`src/rtl/vco_adc_decimator.sv`:
```
// vco_adc_decimator: first-difference + sinc1 decimation of VCO phase snapshots into a FWFT FIFO
module vco_adc_decimator #(
    parameter int CNT_W      = 12,
    parameter int OUT_W      = 24,
    parameter int FIFO_DEPTH = 8
) (
    input  logic                          wb_clk_i,
    input  logic                          rst_n,
    input  logic                          en,
    input  logic                          clear,
    input  logic [15:0]                   osr,
    input  logic                          phase_valid,
    input  logic [CNT_W-1:0]              phase_cnt,
    output logic [OUT_W-1:0]              out_data,
    output logic                          out_valid,
    input  logic                          out_ready,
    output logic [$clog2(FIFO_DEPTH):0]   fifo_level,
    output logic                          busy,
    output logic                          ovf,
    output logic                          sat
);
    localparam int AW = $clog2(FIFO_DEPTH);

    typedef enum logic [1:0] {IDLE, PRIME, ACCUM} state_t;

    state_t           state;
    logic [CNT_W-1:0] prev, diff;
    logic [OUT_W-1:0] acc, sum;
    logic [OUT_W:0]   wide;
    logic [15:0]      cnt, osr_q, osr_eff;
    logic             sat_hit, last, push, pop, full, wr;
    logic [AW-1:0]    wp, rp;
    logic [OUT_W-1:0] mem [FIFO_DEPTH];

    // Wrapping difference, saturating sum and FIFO handshake decisions
    always_comb begin
        diff      = phase_cnt - prev;
        wide      = {1'b0, acc} + {{(OUT_W + 1 - CNT_W){1'b0}}, diff};
        sat_hit   = wide[OUT_W];
        sum       = sat_hit ? '1 : wide[OUT_W-1:0];
        last      = cnt == osr_q - 16'd1;
        osr_eff   = (osr == 16'd0) ? 16'd1 : osr;
        push      = en && !clear && phase_valid && state == ACCUM && last;
        out_valid = fifo_level != '0;
        pop       = out_valid && out_ready && !clear;
        full      = fifo_level == (AW + 1)'(FIFO_DEPTH);
        wr        = push && (!full || pop);
        out_data  = out_valid ? mem[rp] : '0;
        busy      = state == ACCUM;
    end

    // Control FSM: prime on the first snapshot, then accumulate windows of osr_q diffs
    always_ff @(posedge wb_clk_i or negedge rst_n) begin
        if (!rst_n) begin
            state <= IDLE;
            prev  <= '0;
            acc   <= '0;
            cnt   <= '0;
            osr_q <= '0;
            sat   <= 1'b0;
        end else if (clear) begin
            acc   <= '0;
            cnt   <= '0;
            sat   <= 1'b0;
            state <= en ? PRIME : IDLE;
            if (en) osr_q <= osr_eff;
        end else if (!en) begin
            state <= IDLE;
        end else begin
            case (state)
                IDLE: begin
                    state <= PRIME;
                    osr_q <= osr_eff;
                end
                PRIME: if (phase_valid) begin
                    prev  <= phase_cnt;
                    acc   <= '0;
                    cnt   <= '0;
                    state <= ACCUM;
                end
                ACCUM: if (phase_valid) begin
                    prev <= phase_cnt;
                    acc  <= last ? '0 : sum;
                    cnt  <= last ? '0 : cnt + 16'd1;
                    if (sat_hit) sat <= 1'b1;
                end
                default: state <= IDLE;
            endcase
        end
    end

    // FIFO pointers, occupancy and the sticky overflow flag
    always_ff @(posedge wb_clk_i or negedge rst_n) begin
        if (!rst_n) begin
            wp         <= '0;
            rp         <= '0;
            fifo_level <= '0;
            ovf        <= 1'b0;
        end else if (clear) begin
            wp         <= '0;
            rp         <= '0;
            fifo_level <= '0;
            ovf        <= 1'b0;
        end else begin
            if (wr) wp <= wp + AW'(1);
            if (pop) rp <= rp + AW'(1);
            if (push && full && !pop) ovf <= 1'b1;
            fifo_level <= fifo_level + (AW + 1)'(wr) - (AW + 1)'(pop);
        end
    end

    // FIFO storage; the head is read combinationally from these registers
    always_ff @(posedge wb_clk_i) begin
        if (wr) mem[wp] <= sum;
    end
endmodule

```
`config.mk`:
```
export PLATFORM = sky130hd
export DESIGN_NAME = vco_adc_decimator
export DESIGN_NICKNAME = d
export VERILOG_FILES = /design/src/rtl/vco_adc_decimator.sv
export SDC_FILE = /design/constraint.sdc
export NUM_CORES = 1
export LEC_CHECK = 0
export ABC_CLOCK_PERIOD_IN_PS = 5600
export CORE_ASPECT_RATIO = 0.9
export CORE_MARGIN = 5
export CORE_UTILIZATION = 50
export CTS_CLUSTER_DIAMETER = 30
export DETAILED_ROUTE_END_ITERATION = 10
export PLACE_DENSITY = 0.68
export SYNTH_ARGS = -nofsm -noshare
export SYNTH_HDL_FRONTEND = slang
export SYNTH_SLANG_ARGS = --single-unit
```
`constraint.sdc`:
```
create_clock -name wb_clk_i -period 5.6 [get_ports wb_clk_i]
set_clock_uncertainty 0.05 [all_clocks]
set_input_delay 0.84 -clock wb_clk_i [delete_from_list [all_inputs] [get_ports wb_clk_i]]
set_output_delay 0.84 -clock wb_clk_i [all_outputs]
set_load 0.005 [all_outputs]
```
Yosys cells after proc, flatten, opt, wreduce, memory -nomap -nowiden
Memories as Yosys holds them, arrays and structs flattened.
Cells that the tools add are included.
Widths: inputs -> output; s select.
{ "word_totals": {"ram_bits": 192, "wordCells": 97, "memories": 1, "inputBits": 34, "output_inout_bits": 32, "ff_bits": 82} }
{ "op_classes": {"muxes": 38, "reduce_logical": 31, "bitwise_logic": 1, "add_sub_neg": 8, "eq_ne": 8} }
{ "memory_table": {"columns": ["memory", "depth", "width", "read_ports", "rd_clocked_by_memory_dff", "write_ports", "line", "source"], "rows": [
  ["mem", 8, 24, 1, 0, 1, "33", "logic [OUT_W-1:0] mem [FIFO_DEPTH];"]
]} }
{ "op_table": {"columns": ["op", "count"], "rows": [
  ["$mux 24", 7],
  ["$mux 16", 10],
  ["$pmux 24 s2", 1],
  ["$pmux 16 s2", 1],
  ["$add 24x12->25", 1],
  ["$add 16x1->16 const B", 1],
  ["$eq 16x16->1", 1],
  ["$logic_not 16->1", 1],
  ["$reduce_bool 2->1", 8],
  ["$sub 16x1->16 const B", 1],
  ["$mux 3", 4],
  ["$reduce_and 4->1", 3],
  ["$sub 12x12->12", 1],
  ["$mux 1", 10],
  ["$logic_and 1x1->1", 9],
  ["$ne 3x3->1 const B", 3],
  ["$add 3x1->3 const B", 2],
  ["$mux 2", 3],
  ["$pmux 2 s3", 1],
  ["$add 4x1->4", 1],
  ["$eq 4x4->1 const B", 1],
  ["$mux 4", 1],
  ["$ne 4x4->1 const B", 1],
  ["$reduce_and 2->1", 2],
  ["10 further kinds", 12]
]} }

Longest topological paths before layout
Gate-level depths: netlist (run 1).
{ "logic_depth": {"depth_word": 9, "ltp_mapped": 22, "ltp_nobuf": 19} }

Worst setup path before layout (run 1)
OpenSTA, ideal clock, no wires.
{ "synth_path": {"path_kind": "input-to-reg", "start": "input phase_cnt[0]", "end": "register acc[10]", "setup_time_ns": 0.121, "required_time_ns": 5.429, "slack_ns": 0.986, "n_path_buf": 2, "t_arrival_ns": 4.443, "path_stages": 21, "cell_sequence": "inv_1 ha_1 inv_1 fa_1 a21o_1 a21oi_1 o21bai_1 a21oi_1 o21a_1 nand3_1 o211ai_1 ha_1 clkbuf_1 and4_1 and3_1 a21oi_1 o21ai_0 nand2_1 clkbuf_1 nand2_1 a22o_1"} }
{ "synth_via": {"elab_chain_len": 8} }
{ "synth_lines": {"columns": ["item", "line", "source"], "rows": [
  ["from (decl)", "13", "input logic [CNT_W-1:0] phase_cnt,"],
  ["$sub 12x12->12", "37", "diff = phase_cnt - prev;"],
  ["$add 24x12->25", "38", "wide = {1'b0, acc} + {{(OUT_W + 1 - CNT_W){1'b0}}, diff};"],
  ["$mux 24", "40", "sum = sat_hit ? '1 : wide[OUT_W-1:0];"],
  ["via sum[10]", "28", "logic [OUT_W-1:0] acc, sum;"],
  ["$mux 24", "83", "acc <= last ? '0 : sum;"],
  ["$mux 24", "81", "ACCUM: if (phase_valid) begin"],
  ["$pmux 24 s2", "70", "case (state)"],
  ["$mux 24", "67", "end else if (!en) begin"],
  ["$mux 24", "61", "end else if (clear) begin"],
  ["to (signal assigned)", "83", null],
  ["to (decl)", "28", null]
]} }
The timed path passes the listed nets, and every way through them passes these cells. The select of a mux whose other input is x is not followed.
A chain may end at the register's enable or synchronous reset.

Worst setup path after layout (run 1)
{ "layout_path": {"start": "input phase_cnt[1]", "end": "register acc[18]"} }
The elaborated chain is that of the path after synthesis.

==> out/metrics.cfg, run 1 <==
[power_and_ir_drop]
p_per_area_mw_per_mm2 = 445.0
p_seq_frac = 0.360
vdd_ir_drop_max_v = 0.0002675
p_switching_uw = 1963
pwr-share-comb = 0.204
switching_share = 0.2759
leakagePower_uw = 0.005930
intPower_uw = 5152
clockPowerShare = 0.436

[timing]
worstMarginPinSlew_ns = 1.004
rsz0062_at_grt = false
relSlewSlack = 0.3308
fmax_mhz = 206.1
finalSetupTns_ns = 0
finalCriticalPeriod_ns = 4.851
drv_slew = 0
finalSetupViolCount = 0
finalHoldViolCount = 0
period_share = 0.8663

[synth]
synthFlopType = edfxtp_1
syn_nets = 1010
synthArstFlopShare = 0.2993
syn-mean-instance-area_um2 = 14.00
synth_edf_count = 192
ys.warnings.count = 0
yosys.area.top_type = edfxtp_1
yosysTopAreaCellShare = 0.4403
synthTopCellsByArea = edfxtp_1 44%, dfrtp_1 16%, mux4_2 8.3%, ha_1 3.6%, mux2_2 2.3%
ys_seq_area_frac = 0.5970
syn-instance-count = 935
netlist_area_mm2 = 0.01309
synth.distinct_cells = 72
postSynthRegisterBits = 274

[drt]
drt_first_pass_iters = 5
route.detailed.drc = 0
vias_per_cell = 5.649
antenna_left = 0
wl_per_cell_um = 19.06
drt-initial-drc-count = 458
wl_um = 27180
via_count = 8056

[critical_path]
cpPeakStageDelay_ns = 0.57
arrival_ns = 5.26
cp_max_fo = 10
crit_chain = clkdlybuf4s50_1 -> ha_1 -> nor2b_1 -> o21a_1 -> o21ai_0 -> a21oi_1 -> a41o_1 -> o41ai_1 -> xnor2_1 -> ha_1 -> and4_1 -> and3_1 -> a21oi_1 -> o21ai_0 -> buf_4 -> and2_1 -> a31oi_1 -> a22o_1
path_buf_inv = 2
crit_family = compound AO/OA/AOI/OAI gates
worst_ep_required_time_ns = 6.01
critPathLaunchType = primary input
crit_path_end_kind = flop
cp_slowest_cell = a31oi_1
criticalPathCategory = in2reg

[placement]
numPortBuffers = 65
place_hpwl_um = 16770
place_congestion = 0.8132

[cts]
h-tree-depth = 2
clk_latency_ns = 0.56
cts_setup_buffers = 0
numCtsBuffers = 52
clkSinkCount = 274
cts_max_path_buffers = 3
cts_resized = 0
ctsHoldBuffers = 0
cts_tree = built
clk_pin_slew_ns = 0.05
clock-root-buffer = clkbuf_16

[grt]
grt_use_total = 0.1872
overflow = 0
grt_max_degree = 64
grt_pass1_wl_um = 44300
antenna_found_initial = 0
grt_pass1_vias = 8229

[worst_hold_path]
worstHoldPathType = in2async

[floorplanning]
io_pins = 66
die_h_um = 163.5
core_mm2 = 0.02592
dieArea_mm2 = 0.02953
start_util = 0.5051
fp.dieW_um = 180.6
core.rowCount = 56

[final_layout]
fin_nets = 1109
utilization = 0.6167
fill_cells = 1969
layout-drive-gt1-share = 0.1902
insertedDiodeCount = 0
syn_to_final_growth_pct = 22.10

[flow_run]
drv_cap = 0

[status]
status = complete, no violations

## cell type report
cell class | instances | area, µm² | share of cell area
Timing Repair Buffer | 86 | 805.8 | 0.05040
Inverter | 36 | 135.1 | 0.008452
Clock inverter | 33 | 426.7 | 0.02669
Tap cell | 348 | 435.4 | 0.02723
Sequential cell | 274 | 7823 | 0.4893
Multi-Input combinational cell | 584 | 4982 | 0.3116
Clock buffer | 65 | 1380 | 0.08632
## registers in the layout, indices dropped and copies added (netlist names)
signal / count
sat: 1
acc: 24
cnt: 16
wp: 3
osr_q: 16
state: 2
mem: 192
fifo_level: 4
rp: 3
prev: 12
ovf: 1
## cells in the mapped netlist (10+ instances only)
library cell,number
a21o_1,14
nand3_1,18
mux2_2,27
xnor2_1,33
a22o_1,18
dfrtp_1,82
inv_1,36
xor2_1,14
buf_1,11
clkbuf_1,26
nor3_1,17
nand2_1,55
mux4_2,48
and3_1,15
o21ai_0,23
ha_1,38
nor2_1,61
mux2i_1,29
a21oi_1,25
nand2b_1,10
edfxtp_1,192
## placed cells by master, fill, tap and decap left out, types with 8 or more instances in the layout
cell type and instances:
mux2i_1 29, nand2_1 55, clkbuf_1 10, and3_1 15
nand2b_1 10, nand3_1 18, nor4_1 8, ha_1 38
a21o_1 14, edfxtp_1 192, mux2_2 27, xnor2_1 33
nor3_1 17, inv_1 36, xor2_1 14, buf_4 22
nor2b_1 8, o21ai_0 23, mux4_2 48, clkinvlp_4 8
nor2_1 60, dfrtp_1 80, clkbuf_16 52, a21oi_1 25
a22o_1 18, clkdlybuf4s50_1 64
## metrics by stage
| step | hold WS [ns] | setup slack, ns | power, µW | instances | cell area, µm² |
|---|---|---|---|---|---|
| finish | 0.3336 | 0.7489 | 7115 | 1426 | 15990 |
| CTS | 0.3618 | 0.7482 | 7187 | 1426 | 15990 |
| global placement | 0.4212 | 0.3331 | 4030 | 1328 | 14180 |
| global route | 0.3923 | 0.3570 | 7477 | 1426 | 15990 |
| floorplan | 0.4038 | 0.9865 | 3551 | 935 | 13090 |
| detailed placement | 0.4288 | 0.1745 | 4055 | 1328 | 14180 |
## logic make-up after synthesis
group           count (synthesis)  share of synthesized area
xor+xnor                       47                    0.03144
mux                           105                     0.1288
fa+ha+maj                      41                    0.04090
flops                         274                     0.5970
buf+inv                        77                    0.02265
compound gates                142                    0.07597
simple gates                  249                     0.1032
## power groups by stage
stage | logic [µW] | registers [µW] | clock network [µW]
floorplan | 1080 | 2480 | 0
global placement | 1430 | 2600 | 0
detailed placement | 1450 | 2600 | 0
CTS | 1460 | 2570 | 3160
global route | 1610 | 2590 | 3280
finish | 1450 | 2560 | 3110
## path summary, 6_finish.rpt
path | from | to | slack, ns | depth (start not counted)
setup reg to reg | prev[1] | acc[18] | 1.18 | 18
setup / recovery | phase_cnt[1] | acc[18] | 0.75 | 18
max in group asynchronous | rst_n | acc[18] | 4.31 | 2
min in group wb_clk_i | prev[0] | prev[0] | 0.43 | 2
hold / removal | rst_n | acc[10] | 0.33 | 1
hold reg to reg | prev[0] | prev[0] | 0.43 | 2
## routing by layer
metal | part of all wire | track usage | vias up
met5 | 0 | 0 | -
met4 | 0.016 | 0.04399 | 0
met3 | 0.042 | 0.03051 | 44
met2 | 0.48 | 0.3078 | 183
met1 | 0.46 | 0.2659 | 4022
li1 | - | - | 3807
Note: power is estimated with default switching activity, not from simulation.
==> run 2, diff against run 1 <==
- CAP_MARGIN: default -> 10
==> results of run 2 <==
The final DEF is identical to that of run 1; final timing and power are the same.
